File: config.mk
export PLATFORM = sky130hd
export DESIGN_NAME = sinstr_fetch
export DESIGN_NICKNAME = d
export VERILOG_FILES = /design/src/rtl/sinstr_fetch.sv
export SDC_FILE = /design/constraint.sdc
export NUM_CORES = 1
export LEC_CHECK = 0
export CAP_MARGIN = 20
export CORE_MARGIN = 5
export CORE_UTILIZATION = 45
export CTS_BUF_LIST = sky130_fd_sc_hd__clkbuf_8
export DETAILED_ROUTE_END_ITERATION = 7
export PLACE_DENSITY = 0.73
export SYNTH_ARGS = -nofsm -noshare
export SYNTH_HDL_FRONTEND = slang
export SYNTH_SLANG_ARGS = --single-unit
export TNS_END_PERCENT = 1
File: constraint.sdc
create_clock -name clk -period 3.64 [get_ports clk]
set_input_delay 0.728 -clock clk [delete_from_list [all_inputs] [get_ports clk]]
set_output_delay 0.728 -clock clk [all_outputs]
set_load 0.02 [all_outputs]
File: src/rtl/sinstr_fetch.sv
// Instruction fetch front end: credit-limited in-order requests, PC side queue,
// output FIFO, and redirect handling that drops responses still in flight.
module sinstr_fetch #(
  parameter int                    DATA_WIDTH = 32,
  parameter logic [DATA_WIDTH-1:0] RESET_PC   = '0,
  parameter int                    FIFO_DEPTH = 2
) (
  input  logic                  clk,
  input  logic                  rst,
  output logic                  imem_req_o,
  output logic [DATA_WIDTH-1:0] imem_addr_o,
  input  logic                  imem_gnt_i,
  input  logic                  imem_rvalid_i,
  input  logic [DATA_WIDTH-1:0] imem_rdata_i,
  input  logic                  redirect_i,
  input  logic [DATA_WIDTH-1:0] redirect_pc_i,
  output logic                  instr_valid_o,
  input  logic                  instr_ready_i,
  output logic [DATA_WIDTH-1:0] instr_o,
  output logic [DATA_WIDTH-1:0] instr_pc_o
);
  localparam int CW = $clog2(FIFO_DEPTH + 1);
  localparam int PW = (FIFO_DEPTH > 1) ? $clog2(FIFO_DEPTH) : 1;

  logic [DATA_WIDTH-1:0] r_pc;
  logic [CW-1:0]         r_out;   // all granted, unanswered requests (incl. ones to drop)
  logic [CW-1:0]         r_disc;
  logic [CW-1:0]         r_cnt;
  logic [PW-1:0]         r_rptr, r_wptr, r_qrptr, r_qwptr;
  logic [DATA_WIDTH-1:0] r_fi  [FIFO_DEPTH];
  logic [DATA_WIDTH-1:0] r_fpc [FIFO_DEPTH];
  logic [DATA_WIDTH-1:0] r_pcq [FIFO_DEPTH];

  logic w_credit, w_acc, w_drop, w_keep, w_push, w_pop;

  function automatic logic [PW-1:0] f_inc(input logic [PW-1:0] p);
    return (p == PW'(FIFO_DEPTH - 1)) ? '0 : p + PW'(1);
  endfunction

  assign w_credit    = ({1'b0, r_out} + {1'b0, r_cnt}) < (CW+1)'(FIFO_DEPTH);
  assign imem_req_o  = w_credit && !redirect_i && !rst;
  assign imem_addr_o = {r_pc[DATA_WIDTH-1:2], 2'b00};
  assign w_acc       = imem_req_o && imem_gnt_i;
  assign w_drop      = imem_rvalid_i && (r_disc != '0);
  assign w_keep      = imem_rvalid_i && (r_disc == '0);
  assign w_push      = w_keep && !redirect_i;
  assign w_pop       = instr_valid_o && instr_ready_i && !redirect_i;

  assign instr_valid_o = (r_cnt != '0);
  assign instr_o       = instr_valid_o ? r_fi[r_rptr]  : '0;
  assign instr_pc_o    = instr_valid_o ? r_fpc[r_rptr] : '0;

  always_ff @(posedge clk or posedge rst) begin
    if (rst) begin
      r_pc    <= RESET_PC;
      r_out   <= '0;
      r_disc  <= '0;
      r_cnt   <= '0;
      r_rptr  <= '0;
      r_wptr  <= '0;
      r_qrptr <= '0;
      r_qwptr <= '0;
    end else begin
      r_out <= r_out + CW'(w_acc) - CW'(imem_rvalid_i);
      if (redirect_i) begin
        // every request still in flight after this edge belongs to the old path
        r_pc    <= {redirect_pc_i[DATA_WIDTH-1:2], 2'b00};
        r_disc  <= r_out - CW'(imem_rvalid_i);
        r_cnt   <= '0;
        r_rptr  <= '0;
        r_wptr  <= '0;
        r_qrptr <= '0;
        r_qwptr <= '0;
      end else begin
        if (w_acc) begin
          r_pc    <= r_pc + DATA_WIDTH'(4);
          r_qwptr <= f_inc(r_qwptr);
        end
        if (w_drop) r_disc  <= r_disc - CW'(1);
        if (w_keep) r_qrptr <= f_inc(r_qrptr);
        if (w_push) r_wptr  <= f_inc(r_wptr);
        if (w_pop)  r_rptr  <= f_inc(r_rptr);
        r_cnt <= r_cnt + CW'(w_push) - CW'(w_pop);
      end
    end
  end

  always_ff @(posedge clk) begin
    if (w_acc) r_pcq[r_qwptr] <= imem_addr_o;
    if (w_push) begin
      r_fi[r_wptr]  <= imem_rdata_i;
      r_fpc[r_wptr] <= r_pcq[r_qrptr];
    end
  end
endmodule

==> results.md <==
* Setup violators final at 0
* CTS buffer count at 36
* Power Density at ~570 nW/um^2
* CP Buf/Inv Count at 1
* Largest net degree at the start of global routing at 56
* Max-cap violations at 0
* Worst Path Max Fanout at 4
* RSZ-0062 raised after global routing: no
* Share of layout cells above drive strength 1 at between 10 and 15%
* Post-Syn Area at approximately 9300 um^2
* Die Y-Extent at 154 um
* GRT Total Usage at ~17%
* Measured slew at the worst slew-check pin at approximately 0.72 ns
* PortBufs at approximately 160
* Ports at approximately 170
* Setup TNS at 0 ns
* HPWL Detailed at about 13000 um
* WP data arrival at approximately 2.7 ns
* R2R Setup Slk at 0.62 ns
* Antenna cell count at 0
* Post-synth EDFFs at ~180
* Overflow after GRT at 0
* Hold-fix buffers, CTS at 0
* Post-synth cell types at 50
* Pwr Total at around 6.8 mW
* Cell taking the most area after synthesis: edfxtp_1
* CTS tree: built
* Synth area leaders: edfxtp_1 (60%), dfrtp_1 (11%), mux2i_1 (7.0%)
* Delay-heaviest family, CP: buffers and inverters
* Worst endpoint required time at between 2 and 3 ns
* Clk pin slew, worst setup/hold paths at roughly 0.06 ns
* Clock tree buffer depth at 3
* Startpoint Class: flop
* Antenna-violating nets left at 0
* Postcts setup bufs at 0
* Post-detailed-route DRC marker count at 0
* Vias per inst at 5.24
* Initial core utilization at approximately 46%
* Worst-skew pair later-pin latency at 0.51 ns
* DRT Wirelength at 19700 um
* DR vias at 5856
* Dominant synthesized flop cell: edfxtp_1
* Core area at ~20000 um^2
* H-tree depth at 2
* Maximum clock rate at between 200 and 300 MHz
* Critical path's slowest cell: clkdlybuf4s50_1
* Routed WL per cell at approximately 18 um
* Root buf cell: clkbuf_8
* Final Skew at ~0.023 ns
* Slew Viols, Final at 0
* Async SR Flop Fraction at roughly 18%
* Gpl congestion at 0.815
* CP Cell Sequence: and2_1 > fa_1 > nor4_4 > clkdlybuf4s50_1
* Hold Vio Cnt, Final at 0
* Syn Inst Count at ~640
* TritonCTS Sinks at ~220
* Final #Nets at 902
* Leakage at 4.14 nW
* Worst Hold Class: flop to flop
* Max transition margin at a little over half
* Synth top area share at between 50% and 60%
* Fillers at roughly 1600
* Syn. warnings at 0
* Core Util, Final at 58.7%
* Flops & latches, synth at between 200 and 250
* Sequential area share after synthesis at 70.3%
* Die area at approximately 24000 um^2
* Area Growth Syn to Fin at 28.5%
* Status: completed
* Final Instance Count excl. Fillers at 1118
* Placed Instances at ~1100
* Crit Path Class: flop to primary output
* Final period utilization at between 90% and 100%
* First-pass GRT wire length at about 32000 um
* 1st-iter DRT viols at ~350
* CTS resizes at 0
* Avg Inst Size Synth at ~15 um^2
* Row count at 52
* Max IR drop VDD at 244 uV
* First-pass DRT Iterations at 5
* Max stage delay on crit path at between 0.6 and 0.7 ns
* Initial antenna violation count at 0
* Die X at ~150 um
* Min Tclk post-route at between 3 and 4 ns
* Critical Path End Type: primary output
* Vias in the first global route at just over 6000
[registers in the layout, indices dropped and copies added, names as in the netlist]
signal	count
r_rptr	1
r_disc	2
r_wptr	1
r_qrptr	1
r_fi	64
r_out	2
r_cnt	2
r_qwptr	1
r_fpc	60
r_pc	30
r_pcq	60
[area by class of cell]
| type | count | area (um^2) | share of cell area (%) |
|---|---|---|---|
| well taps | 270 | 338 | 2.83 |
| flip-flops and latches | 224 | 6530 | 54.8 |
| multi-input cells | 371 | 2590 | 21.7 |
| clock inverters | 24 | 98.8 | 0.829 |
| inverters | 13 | 48.8 | 0.409 |
| clock buffers | 38 | 523 | 4.39 |
| repair buffers | 178 | 1800 | 15.1 |
[cells in the final DEF, fill, tap and decap left out, drive strengths merged, types with 7 or more instances in the layout]
cell type / count
edfxtp: 184
nand4: 9
and3: 10
nor2: 88
nand2: 35
inv: 23
o311ai: 7
dfrtp: 40
mux2: 30
o21ai: 18
buf: 17
mux2i: 65
xnor2: 7
ha: 7
nand3: 23
clkinv: 13
clkbuf: 38
clkdlybuf4s50: 161
[cell usage after synthesis, drive strengths merged (2+ instances only)]
cell    count
edfxtp    184
nor2       88
mux2i      65
dfrtp      40
nand2      35
mux2       30
nand3      23
buf        21
o21ai      18
clkbuf     13
inv        13
and3       10
nand4       9
ha          7
o311ai      7
xnor2       7
a221o       6
nor4        6
a21oi       5
a32oi       5
and2        5
nor3        5
o211ai      4
or3         4
a22oi       3
a31oi       3
nand2b      3
xor2        3
a211o       2
a21o        2
o311a       2
[path summary, 6_finish.rpt]
kind / cells past startpoint / start / to
setup / recovery: 4 / r_cnt[0]$_DFF_PP0_ / imem_req_o
hold / removal: 1 / r_pcq[1][19]$_DFFE_PP_ / r_fpc[1][21]$_DFFE_PP_
setup reg to reg: 11 / r_cnt[0]$_DFF_PP0_ / r_out[1]$_DFF_PP0_
hold reg to reg: 1 / r_pcq[1][19]$_DFFE_PP_ / r_fpc[1][21]$_DFFE_PP_
max in group asynchronous: 4 / rst / r_qwptr$_DFFE_PP0P_
min in group asynchronous: 2 / rst / r_pc[17]$_DFFE_PP0P_
[layer usage]
metal	GRT usage (%)	vias up	wire [um]
li1	-	2768	-
met1	21.2	2813	8060
met2	27.7	238	9700
met3	4.67	37	1470
met4	5.97	0	510
met5	0	-	0
[logic make-up (layout without fill, tap and decap cells)]
logic type | count (synthesis) | count (layout) | synth area share, %
other cells | 1 | 4 | 0.0404
xor+xnor | 10 | 10 | 0.944
fa+ha+maj | 8 | 8 | 1.16
mux | 95 | 95 | 10.7
compound gates | 62 | 62 | 4.80
simple gates | 192 | 192 | 9.92
flops | 224 | 224 | 70.3
buf+inv | 47 | 253 | 2.14
[through the flow]
stage          setup WS, ns  instance area, um^2  hold slack [ns]
3_5_place_dp          0.626                11300            0.549
4_1_cts               0.235                11900            0.560
6_report              0.266                11900            0.564
3_3_place_gp          0.690                11300            0.514
5_1_grt               0.150                11900            0.564
2_1_floorplan        -0.611                 9290            0.493
[power by group]
group / internal (mW) / total (mW) / switching [mW]
registers: 3.06 / 3.27 / 0.217
logic: 0.781 / 1.66 / 0.879
clock network: 0.962 / 1.86 / 0.903
No activity file was read; power rests on OpenSTA's default activity.
